## config.mk

```make
export PLATFORM = sky130hd
export DESIGN_NAME = uart_rx_frame
export DESIGN_NICKNAME = d
export VERILOG_FILES = /design/src/rtl/uart_pkg.sv /design/src/rtl/uart_rx_frame_sync.sv /design/src/rtl/uart_rx_frame.sv
export SDC_FILE = /design/constraint.sdc
export NUM_CORES = 1
export LEC_CHECK = 0
export CORE_MARGIN = 2
export CORE_UTILIZATION = 50
export DETAILED_ROUTE_END_ITERATION = 16
export PLACE_DENSITY = 0.71
export RECOVER_POWER = 100
export SYNTH_ARGS = -nofsm -noshare
export SYNTH_HDL_FRONTEND = slang
export SYNTH_HIERARCHICAL = 1
export SYNTH_SLANG_ARGS = --single-unit
```

## constraint.sdc

```tcl
create_clock -name clk -period 1.6 [get_ports clk]
set_input_delay 0.32 -clock clk [delete_from_list [all_inputs] [get_ports clk]]
set_output_delay 0.32 -clock clk [all_outputs]
set_load 0.02 [all_outputs]
```

## src/rtl/uart_pkg.sv

```systemverilog
// Shared types and constants for the UART receive path.
package uart_pkg;

  localparam int unsigned UART_DATA_BITS = 8;

  typedef enum logic [2:0] {
    IDLE,
    START,
    DATA,
    PARITY,
    STOP
  } rx_state_e;

  // Whole core-clock cycles per serial bit.
  function automatic int unsigned symbol_edge_time(input int unsigned clock_freq,
                                                   input int unsigned baud_rate);
    return clock_freq / baud_rate;
  endfunction

endpackage

```

## src/rtl/uart_rx_frame_sync.sv

```systemverilog
// Multi-flop synchronizer for an asynchronous input; resets to 1 (idle line level).
module uart_rx_frame_sync #(
  parameter int unsigned STAGES = 2
) (
  input  logic clk,
  input  logic rst_n,
  input  logic d,
  output logic q
);

  logic [STAGES-1:0] sync_q;
  logic [STAGES-1:0] sync_d;

  always_comb begin
    sync_d = {sync_q[STAGES-2:0], d};
  end

  always_ff @(posedge clk or negedge rst_n) begin
    if (!rst_n) begin
      sync_q <= '1;
    end else begin
      sync_q <= sync_d;
    end
  end

  assign q = sync_q[STAGES-1];

endmodule

```

## src/rtl/uart_rx_frame.sv

```systemverilog
// 8N1 UART receiver: mid-bit sampling, valid/ready byte output, framing/overrun pulses.
// Define UART_RX_PARITY_EN to expect an even-parity bit before the stop bit.
module uart_rx_frame
  import uart_pkg::*;
#(
  parameter int unsigned CLOCK_FREQ  = 50_000_000,
  parameter int unsigned BAUD_RATE   = 115_200,
  parameter int unsigned SYNC_STAGES = 2
) (
  input  logic                      clk,
  input  logic                      rst_n,
  input  logic                      serial_in,
  output logic [UART_DATA_BITS-1:0] data_out,
  output logic                      data_out_valid,
  input  logic                      data_out_ready,
  output logic                      framing_error,
  output logic                      overrun,
  output logic                      parity_error
);

  localparam int unsigned SYMBOL_EDGE_TIME = symbol_edge_time(CLOCK_FREQ, BAUD_RATE);
  localparam int unsigned SAMPLE_TIME      = SYMBOL_EDGE_TIME / 2;
  localparam int unsigned CNT_W            = $clog2(SYMBOL_EDGE_TIME);
  localparam int unsigned IDX_W            = $clog2(UART_DATA_BITS);

  localparam logic [CNT_W-1:0] SYMBOL_LAST = CNT_W'(SYMBOL_EDGE_TIME - 1);
  localparam logic [CNT_W-1:0] SAMPLE_LAST = CNT_W'(SAMPLE_TIME - 1);
  localparam logic [IDX_W-1:0] IDX_LAST    = IDX_W'(UART_DATA_BITS - 1);

  logic rx_s;

  rx_state_e                 state_q, state_d;
  logic [CNT_W-1:0]          cnt_q, cnt_d;
  logic [IDX_W-1:0]          idx_q, idx_d;
  logic [UART_DATA_BITS-1:0] shift_q, shift_d;
  logic [UART_DATA_BITS-1:0] data_q, data_d;
  logic                      valid_q, valid_d;
  logic                      fe_q, fe_d;
  logic                      ov_q, ov_d;
`ifdef UART_RX_PARITY_EN
  logic                      par_q, par_d;
  logic                      pe_q, pe_d;
`endif

  uart_rx_frame_sync #(
    .STAGES(SYNC_STAGES)
  ) u_sync (
    .clk  (clk),
    .rst_n(rst_n),
    .d    (serial_in),
    .q    (rx_s)
  );

  // Next-state and output decode; every sample decision is taken on rx_s.
  always_comb begin
    state_d = state_q;
    cnt_d   = cnt_q + CNT_W'(1);
    idx_d   = idx_q;
    shift_d = shift_q;
    data_d  = data_q;
    valid_d = valid_q && !data_out_ready;
    fe_d    = 1'b0;
    ov_d    = 1'b0;
`ifdef UART_RX_PARITY_EN
    par_d   = par_q;
    pe_d    = 1'b0;
`endif

    case (state_q)
      IDLE: begin
        cnt_d = '0;
        if (!rx_s) begin
          state_d = START;
        end
      end

      START: begin
        if (cnt_q == SAMPLE_LAST) begin
          cnt_d   = '0;
          idx_d   = '0;
          state_d = rx_s ? IDLE : DATA;
        end
      end

      DATA: begin
        if (cnt_q == SYMBOL_LAST) begin
          cnt_d          = '0;
          shift_d[idx_q] = rx_s;
          idx_d          = idx_q + IDX_W'(1);
          if (idx_q == IDX_LAST) begin
`ifdef UART_RX_PARITY_EN
            state_d = PARITY;
`else
            state_d = STOP;
`endif
          end
        end
      end

`ifdef UART_RX_PARITY_EN
      PARITY: begin
        if (cnt_q == SYMBOL_LAST) begin
          cnt_d   = '0;
          par_d   = rx_s;
          state_d = STOP;
        end
      end
`endif

      STOP: begin
        // Returning to IDLE mid-stop-bit lets a back-to-back start bit be caught.
        if (cnt_q == SYMBOL_LAST) begin
          cnt_d   = '0;
          state_d = IDLE;
          if (!rx_s) begin
            fe_d = 1'b1;
`ifdef UART_RX_PARITY_EN
          end else if (par_q != ^shift_q) begin
            pe_d = 1'b1;
`endif
          end else if (!valid_q || data_out_ready) begin
            data_d  = shift_q;
            valid_d = 1'b1;
          end else begin
            ov_d = 1'b1;
          end
        end
      end

      default: begin
        state_d = IDLE;
        cnt_d   = '0;
      end
    endcase
  end

  always_ff @(posedge clk or negedge rst_n) begin
    if (!rst_n) begin
      state_q <= IDLE;
      cnt_q   <= '0;
      idx_q   <= '0;
      shift_q <= '0;
      data_q  <= '0;
      valid_q <= 1'b0;
      fe_q    <= 1'b0;
      ov_q    <= 1'b0;
`ifdef UART_RX_PARITY_EN
      par_q   <= 1'b0;
      pe_q    <= 1'b0;
`endif
    end else begin
      state_q <= state_d;
      cnt_q   <= cnt_d;
      idx_q   <= idx_d;
      shift_q <= shift_d;
      data_q  <= data_d;
      valid_q <= valid_d;
      fe_q    <= fe_d;
      ov_q    <= ov_d;
`ifdef UART_RX_PARITY_EN
      par_q   <= par_d;
      pe_q    <= pe_d;
`endif
    end
  end

  assign data_out       = data_q;
  assign data_out_valid = valid_q;
  assign framing_error  = fe_q;
  assign overrun        = ov_q;
`ifdef UART_RX_PARITY_EN
  assign parity_error   = pe_q;
`else
  assign parity_error   = 1'b0;
`endif

endmodule

```

After elaboration in Yosys (flattened, before gate mapping) --
Cells that the tools add are included.
Operators by class: $lt $le $gt $ge 2, muxes and demuxes 27, $add $sub $neg 2, reduce and logical (&&, ||, !) cells 12, equality and inequality tests 11
Operators with widths (number):
- $mux W3 | 7
- $mux W9 | 2
- $pmux W9 S2 | 1
- $mux W1 | 12
- $pmux W3 S4 | 1
- $ne A2 B2 Y1 const B | 5
- $add A9 B1 Y9 const B | 1
- $eq A9 B8 Y1 const B | 1
- $eq A9 B9 Y1 const B | 1
- $bwmux W8 | 1
- $eq A3 B3 Y1 const B | 2
- $pmux W3 S2 | 1
- $reduce_and A5 Y1 | 1
- $lt A3 B4 Y1 const B | 1
- $reduce_and A4 Y1 | 1
- $add A3 B1 Y3 const B | 1
- $demux W1 S3 | 1
- $eq A3 B1 Y1 const B | 1
- $eq A3 B2 Y1 const B | 1
- $ge A3 B1 Y1 const B | 1
- $logic_not A3 Y1 | 1
- $reduce_and A3 Y1 | 1
- $logic_and A1 B1 Y1 | 2
- $logic_not A1 Y1 | 2
- other kinds (5) | 5
Storage, ports and cells: logic and storage cells 63, output and inout bits 12, input bits 4, register bits after elaboration 36

Logic depth before layout (Yosys ltp) --
Gate-level depths: netlist of run 1.
depth in word-level cells 6, depth in mapped cells 7, mapped depth without buffers 6

Modules after synthesis --
Netlist of run 1, hierarchy kept.
By module, submodules not included:
- uart_rx_frame | cells each 140, instances 1, seq. area each 850.8 um^2, area an instance 1609.0 um^2
- uart_rx_frame_sync | cells each 2, instances 1, seq. area each 52.6 um^2, area an instance 52.6 um^2

Worst setup path after synthesis of run 1 --
Ideal clock, no wire load.
path kind register to register, start point reg cnt_q[6], end point reg data_q[0] (netlist: data_out[0]), library setup time 0.125 ns, buffers on the path 1, stages on the path, launching flop included 6, required time 1.475 ns, path slack 0.015 ns, arrival time 1.460 ns, clock period less this slack 1.585 ns, path through dfrtp_1 -> and4b_1 -> and4b_1 -> buf_6 -> nand4_4 -> mux2_2
Between the ends: word-level cells in the longest chain between the ends 2
Ends and longest elaborated chain:
- start: declaration | RTL line uart_rx_frame.sv:33 | logic [CNT_W-1:0] cnt_q, cnt_d;
- start signal: assignment | RTL line uart_rx_frame.sv:153 | cnt_q <= cnt_d;
- $eq A9 B9 Y1 | RTL line uart_rx_frame.sv:112 | if (cnt_q == SYMBOL_LAST) begin
- $reduce_and A4 Y1 (no source line)
- end signal: assignment | RTL line uart_rx_frame.sv:156 | data_q <= data_d;
- end: declaration | RTL line uart_rx_frame.sv:36 | logic [UART_DATA_BITS-1:0] data_q, data_d;
No other way between the ends. A chain may end at the register's enable or synchronous reset.

Worst setup path in the final report of run 1 --
start point reg cnt_q[6], end point reg shift_q[6]
Between the ends: word-level cells in the longest chain between the ends 2
Ends and longest elaborated chain:
- $eq A9 B9 Y1 | RTL line uart_rx_frame.sv:86 | if (cnt_q == SYMBOL_LAST) begin
- $reduce_and A2 Y1 (no source line)
- end signal: assignment | RTL line uart_rx_frame.sv:155 | shift_q <= shift_d;
- end: declaration | RTL line uart_rx_frame.sv:35 | logic [UART_DATA_BITS-1:0] shift_q, shift_d;
No other way between the ends.

==> results of run 1 <==
## layer usage
layer	track usage [%]	part of all wire (%)	vias to the layer above
met5	0	0	-
met4	7.295	1.7	0
met3	6.303	3.1	6
met2	31.58	51	13
met1	23.34	44	592
li1	-	-	566
## power by group through the flow
stage	combinational [W]	clock [W]	sequential, W
after floorplan	0.00000780	0	0.000934
after global placement	0.0000397	0	0.000933
after detailed placement	0.0000404	0	0.000933
after CTS	0.0000404	0.000641	0.000916
after global routing	0.0000389	0.000690	0.000917
final	0.0000327	0.000623	0.000916
## Yosys cell counts (all sizes together)
| library cell | number | area share, % |
|---|---|---|
| nand4b | 1 | 0.53 |
| nor4 | 2 | 0.75 |
| inv | 5 | 1.1 |
| a21oi | 2 | 0.60 |
| nand2 | 9 | 2.0 |
| xor2 | 6 | 3.2 |
| clkbuf | 1 | 0.23 |
| nor2 | 15 | 3.4 |
| xnor2 | 2 | 1.1 |
| and3 | 1 | 0.38 |
| nand2b | 2 | 0.75 |
| nor3b | 2 | 0.90 |
| and2 | 3 | 1.1 |
| dfstp | 2 | 3.2 |
| mux2 | 16 | 11 |
| nand4 | 11 | 5.0 |
| ha | 5 | 3.8 |
| nand3 | 3 | 0.90 |
| dfrtp | 34 | 51 |
| and4b | 2 | 1.2 |
| mux2i | 4 | 2.4 |
| buf | 4 | 1.7 |
| conb | 1 | 0.23 |
| o22ai | 1 | 0.38 |
| nor3 | 2 | 0.60 |
| a2bb2oi | 1 | 0.53 |
| nor2b | 3 | 1.1 |
| a21o | 1 | 0.45 |
| a211oi | 1 | 0.45 |
## cells in the final DEF (no fill, tap or decap), types with 2 or more instances in the layout
master,instances
dlygate4sd2_1,11
nand3_1,3
buf_4,15
ha_1,4
inv_1,4
dfstp_2,2
nand4_1,10
dfrtp_1,34
clkbuf_4,6
buf_6,3
mux2_2,16
nand2b_1,2
and4b_1,2
nor2_1,15
and2_1,3
xnor2_1,2
dlygate4sd3_1,2
mux2i_1,4
xor2_1,6
nor2b_1,3
nor4_2,2
nand2_1,9
## worst register-to-register path, cell delays in order (launching register included)
cell     delay, ps
dfrtp_1        390
and4b_1        290
and4b_1        230
buf_6          130
buf_12         110
nand4_1        110
mux2_2         290
## final cells by class
type / count / area, µm² / share of cell area (%)
clock buffers: 6 / 41.29 / 1.954
clock inverters: 2 / 35.03 / 1.658
inverters: 5 / 18.77 / 0.8881
multi-input cells: 96 / 754.5 / 35.70
flip-flops and latches: 36 / 903.4 / 42.75
well taps: 44 / 55.05 / 2.605
repair buffers: 35 / 305.3 / 14.45
## stage by stage
step	hold WS [ps]	std cells	setup WS (ps)	instance area, µm²
finish	369.6	224	-52.11	2113
detailed placement	353.7	214	-49.92	1993
global route	379.2	224	-91.24	2113
floorplan	24.41	142	14.89	1662
CTS	338.0	224	-28.95	2098
global placement	346.0	214	-60.72	1993
## timing repair
item | in CTS | in global routing
setup buffers | 2 | 0
pin swaps | 7 | 4
resized for setup | 16 | 8
endpoints found under the setup margin | 39 | 30
## registers in the layout (all words and copies together), names as in the netlist
name            cells
u_sync/sync_q       2
state_q             3
framing_error       1
overrun             1
cnt_q               9
idx_q               3
shift_q             8
data_out            8
data_out_valid      1
## worst paths after layout
path,from,end,slack (ps)
max reg2reg,cnt_q[6],shift_q[6],-50
max,cnt_q[6],shift_q[6],-50
min,u_sync/sync_q[0],u_sync/sync_q[1],370
min in group asynchronous,rst_n,overrun,610
max in group asynchronous,rst_n,data_out[5],440
min reg2reg,u_sync/sync_q[0],u_sync/sync_q[1],370
## kinds of logic (layout without fill, tap and decap cells)
logic type	count (synthesis)	count (layout)	share of synthesized area, %
other	1	1	0.2257
xor gates and xnor gates	8	8	4.217
DFF	36	36	54.37
adders and majority gates	5	5	3.765
muxes	20	20	13.25
and+or+nand+nor	56	56	18.75
AOI/OAI and AO/OA	6	6	2.410
buffers and inverters	10	48	3.012
==> results.py, run 1 <==
metrics = {
    "synthesis": {
        "synth_cell_types": 33,
        "syn-num-nets": 151,
        "ys_ff_latch": 36,
        "ys_seq_area_share_pct": 54.37,
        "ys_warn_count": 6,
        "synth_area_per_cell_um2": 11.70,
        "syn_inst": 142,
        "syn_area_mm2": 0.001662,
    },
    "route": {
        "drc_errors": 0,
        "via_per_inst": 5.254,
        "wire_per_inst_um": 13.75,
        "first_pass_iters": 4,
        "drtIter0Drc": 37,
        "wl_um": 3080,
        "vias": 1177,
        "ant_nets": 0,
    },
    "setup_path": {
        "slowest_stage": "dfrtp_1",
        "critPathBufInv": 2,
        "cp_common_cell": "and4b_1",
        "critical_path.top_delay_family": "simple AND/OR/NAND/NOR gates",
        "end_kind": "flip-flop",
        "cp_cell_sequence": "and4b_1, and4b_1, buf_6, buf_12, nand4_1, mux2_2",
        "cp_slowest_stage_delay_ps": 390,
        "ff2ff_path_depth": 6,
        "start_kind": "flip-flop",
        "cp_max_fo": 8,
        "required_ps": 1840,
        "cp.arrival_ps": 1890,
        "criticalPathCategory": "flip-flop to flip-flop",
        "cp.depth": 6,
    },
    "clock_tree": {
        "cts_buffers": 5,
        "cts.sink_count": 36,
        "insertion_delay_ps": 340,
        "cts_tree": "built",
        "cts.path.max_buffers": 2,
        "path_clk_slew_ps": 110,
        "clockRootBuffer": "clkbuf_4",
        "clock_tree.htree_level_count": 2,
        "postCtsHoldBufs": 0,
    },
    "pwr": {
        "finalPower_w": 0.001571,
        "p_seq_share_pct": 58.3,
        "leakage_nw": 1.042,
        "p_switching_w": 0.0003212,
        "pwr-share-comb_pct": 2.1,
        "p_clk_share_pct": 39.6,
        "switching_share_pct": 20.44,
        "p_per_area_mw_per_mm2": 743.5,
        "p_int_w": 0.001250,
        "peakVddDrop_v": 0.0005672,
    },
    "sta": {
        "hold_violations": 0,
        "setup_tns_ps": -398.4,
        "maxSlewViolCount": 0,
        "slew-limit-headroom_pct": 41.43,
        "min_period_over_period_pct": 103.3,
        "fmax_ghz": 0.6053,
        "rsz0062_at_grt": "true",
        "finalWorstSetupSlack_ps": -52.11,
        "final-setup-viol-count": 15,
        "worst_pin_slew_ps": 878.6,
        "fin_crit_ps": 1652,
        "clock_skew_ps": 4.647,
    },
    "final_layout": {
        "drive_gt1_share_pct": 31.67,
        "syn_to_final_growth_pct": 27.18,
        "nets": 188,
        "fillers": 247,
        "antennaDiodeCount": 0,
        "post-route-util_pct": 68.10,
    },
    "placement": {
        "hpwl_um": 2154,
        "place_congestion": 0.8386,
        "port-buffer-count": 14,
    },
    "outcome": {
        "status": "finished with violations",
        "violations": "setup timing",
    },
    "global_routing": {
        "antenna_found_initial": 0,
        "grt_use_total_pct": 19.15,
        "grt_max_degree": 37,
        "grt_overflow": 0,
        "grt_first_pass_wirelength_um": 5175,
        "grt_pass1_vias": 1196,
    },
    "hold_path": {
        "hp-class": "flip-flop to flip-flop",
        "whs_path_depth": 0,
    },
    "floorplanning": {
        "die_h_um": 61.65,
        "start_util_pct": 53.55,
        "dieArea_mm2": 0.003800,
        "rows": 20,
        "ios": 16,
        "die_w_um": 61.65,
        "core_area_mm2": 0.003103,
    },
    "job": {
        "cap_violations": 0,
    },
}
No activity file was read; power rests on OpenSTA's default activity.
==> run 2: changes to the inputs <==
- CELL_PAD_IN_SITES_DETAIL_PLACEMENT: unset -> 1
- CELL_PAD_IN_SITES_GLOBAL_PLACEMENT: unset -> 1
- CORE_UTILIZATION: 50 -> 40
- PLACE_DENSITY: 0.71 -> 0.7
==> run 2 against run 1 <==
Global-route usage up 0.99 points; largest power group unchanged; worst setup slack better by 7.7 ps; worst hold slack worse by 6.2 ps; the run still ends with setup timing left; first-iteration DRC count up 11%; cell count rose by 3.1%; critical endpoint is now idx_q[2]; register-to-register slack about the same; routed wire length increased by 20%; critical path depth up 1.
==> results.py, run 2 (synthesis results as in run 1) <==
metrics = {
    "floorplanning": {
        "start_util_pct": 41.54,
        "dieArea_mm2": 0.004685,
        "ios": 16,
        "rows": 23,
        "die_h_um": 68.45,
        "core_area_mm2": 0.004000,
        "die_w_um": 68.45,
    },
    "placement": {
        "place_congestion": 0.8329,
        "hpwl_um": 2649,
        "port-buffer-count": 14,
    },
    "final_layout": {
        "multiInputGateArea_um2": 749.5,
        "antennaDiodeCount": 0,
        "post-route-util_pct": 53.24,
        "drive_gt1_share_pct": 32.60,
        "syn_to_final_growth_pct": 28.16,
        "nets": 189,
        "regArea_um2": 903.4,
        "largest_register_ffs": 9,
        "final_cell_mix": "34 x dfrtp_1, 17 x buf_4, 16 x mux2_2",
        "layout.cells.most_common": "dfrtp_1",
        "largest_register": "cnt_q",
        "fillers": 424,
    },
    "pwr": {
        "switching_share_pct": 20.67,
        "p_clk_share_pct": 45.6,
        "p_per_area_mw_per_mm2": 820.1,
        "p_switching_w": 0.0003610,
        "leakage_nw": 1.006,
        "pwr-share-comb_pct": 1.8,
        "p_int_w": 0.001385,
        "p_seq_share_pct": 52.6,
        "peakVddDrop_v": 0.0004816,
    },
    "clock_tree": {
        "postCtsHoldBufs": 0,
        "cts_buffers": 5,
        "insertion_delay_ps": 300,
        "path_clk_slew_ps": 70,
        "clockRootBuffer": "clkbuf_8",
        "cts.path.max_buffers": 2,
        "cts.sink_count": 36,
        "clock_tree.htree_level_count": 2,
        "cts_tree": "built",
    },
    "sta": {
        "worst_pin_slew_ps": 887.0,
        "hold_violations": 0,
        "final-setup-viol-count": 11,
        "rsz0062_at_grt": "true",
        "fin_crit_ps": 1644,
        "min_period_over_period_pct": 102.8,
        "slew-limit-headroom_pct": 40.87,
        "clock_skew_ps": 3.571,
        "maxSlewViolCount": 0,
        "finalWorstSetupSlack_ps": -44.39,
        "fmax_ghz": 0.6081,
        "worst_hold_slack_ps": 363.3,
    },
    "setup_path": {
        "start_kind": "flip-flop",
        "cp_max_fo": 4,
        "required_ps": 1820,
        "criticalPathCategory": "flip-flop to flip-flop",
        "rr_endpoint": "idx_q[2]",
        "cp.arrival_ps": 1860,
        "r2r-start": "cnt_q[0]",
        "rrSetupSlack_ps": -40,
        "ff2ff_path_depth": 7,
        "end_kind": "flip-flop",
    },
    "route": {
        "first_pass_iters": 3,
        "wl_um": 3688,
        "drtIter0Drc": 41,
        "drc_errors": 0,
        "via_per_inst": 5.229,
        "ant_nets": 0,
        "vias": 1208,
        "wire_per_inst_um": 15.97,
    },
    "outcome": {
        "status": "finished with violations",
        "violations": "setup timing",
    },
    "global_routing": {
        "gr-usage-met2_pct": 31.13,
        "grt_use_met3_pct": 6.086,
        "grt_use_total_pct": 20.14,
        "grt_first_pass_wirelength_um": 6582,
        "busiest_layer": "met2",
        "grt_max_degree": 37,
        "use_met1_pct": 25.24,
        "grt_pass1_vias": 1343,
        "antenna_found_initial": 0,
        "grt_overflow": 0,
    },
    "hold_path": {
        "whs_path_depth": 0,
        "hp-start": "u_sync/sync_q[0]",
        "hold_end": "u_sync/sync_q[1]",
        "hp-class": "flip-flop to flip-flop",
    },
    "job": {
        "cap_violations": 0,
    },
}
run 2: per-layer routing:
layer | vias up | routed length [µm]
met5 | - | 0
met3 | 7 | 121
li1 | 567 | -
met2 | 14 | 1832
met4 | 0 | 89
met1 | 620 | 1644
run 2: timing repair:
| item | in CTS | in global routing |
|---|---|---|
| endpoints found under the setup margin | 33 | 35 |
| resized for setup | 11 | 10 |
| buffers inserted | 1 | 1 |
| pin swaps | 6 | 5 |
| cloned | 0 | 0 |
| hold endpoints to repair | 0 | 0 |
run 2: area by class of cell:
class / instances / share of cell area [%]
repair buffers: 36 / 13.51
clock buffers: 6 / 3.408
clock inverters: 2 / 1.645
flip-flops and latches: 36 / 42.42
well taps: 50 / 2.938
inverters: 5 / 0.8813
multi-input cells: 96 / 35.19
run 2: worst max path at each step:
stage                     startpoint           to  cells after the start
after global routing        cnt_q[0]     idx_q[1]                      7
final                       cnt_q[0]     idx_q[2]                      7
after CTS                   cnt_q[0]     idx_q[2]                      7
after floorplan             cnt_q[6]  data_out[0]                      5
after global placement      cnt_q[0]   shift_q[6]                      6
after detailed placement    cnt_q[0]   state_q[2]                      7
run 2: critical path, cell delays in order, from the launching register on:
cell and delay (ps):
dfrtp_1 410, inv_1 70, ha_1 150, nor3b_2 170
nand4_1 190, o22ai_1 230, buf_4 160, mux2i_1 190
run 2: power groups by stage:
stage / Combinational (W) / Sequential (W) / Clock, W
2_1_floorplan: 0.00000780 / 0.000934 / 0
3_3_place_gp: 0.0000396 / 0.000935 / 0
6_report: 0.0000320 / 0.000918 / 0.000796
4_1_cts: 0.0000406 / 0.000918 / 0.000825
5_1_grt: 0.0000371 / 0.000918 / 0.000859
3_5_place_dp: 0.0000401 / 0.000936 / 0
run 2: through the flow:
step	total power, W	instance area (µm²)	setup TNS [ps]	setup WS (ps)	cells
after global routing	0.001814	2130	-2478	-160.2	231
after detailed placement	0.0009757	2008	-941.1	-79.96	221
final	0.001746	2130	-185.1	-44.39	231
after global placement	0.0009749	2008	-130.1	-31.72	221
after CTS	0.001784	2155	-428.2	-56.83	230
after floorplan	0.0009415	1662	0	14.89	142
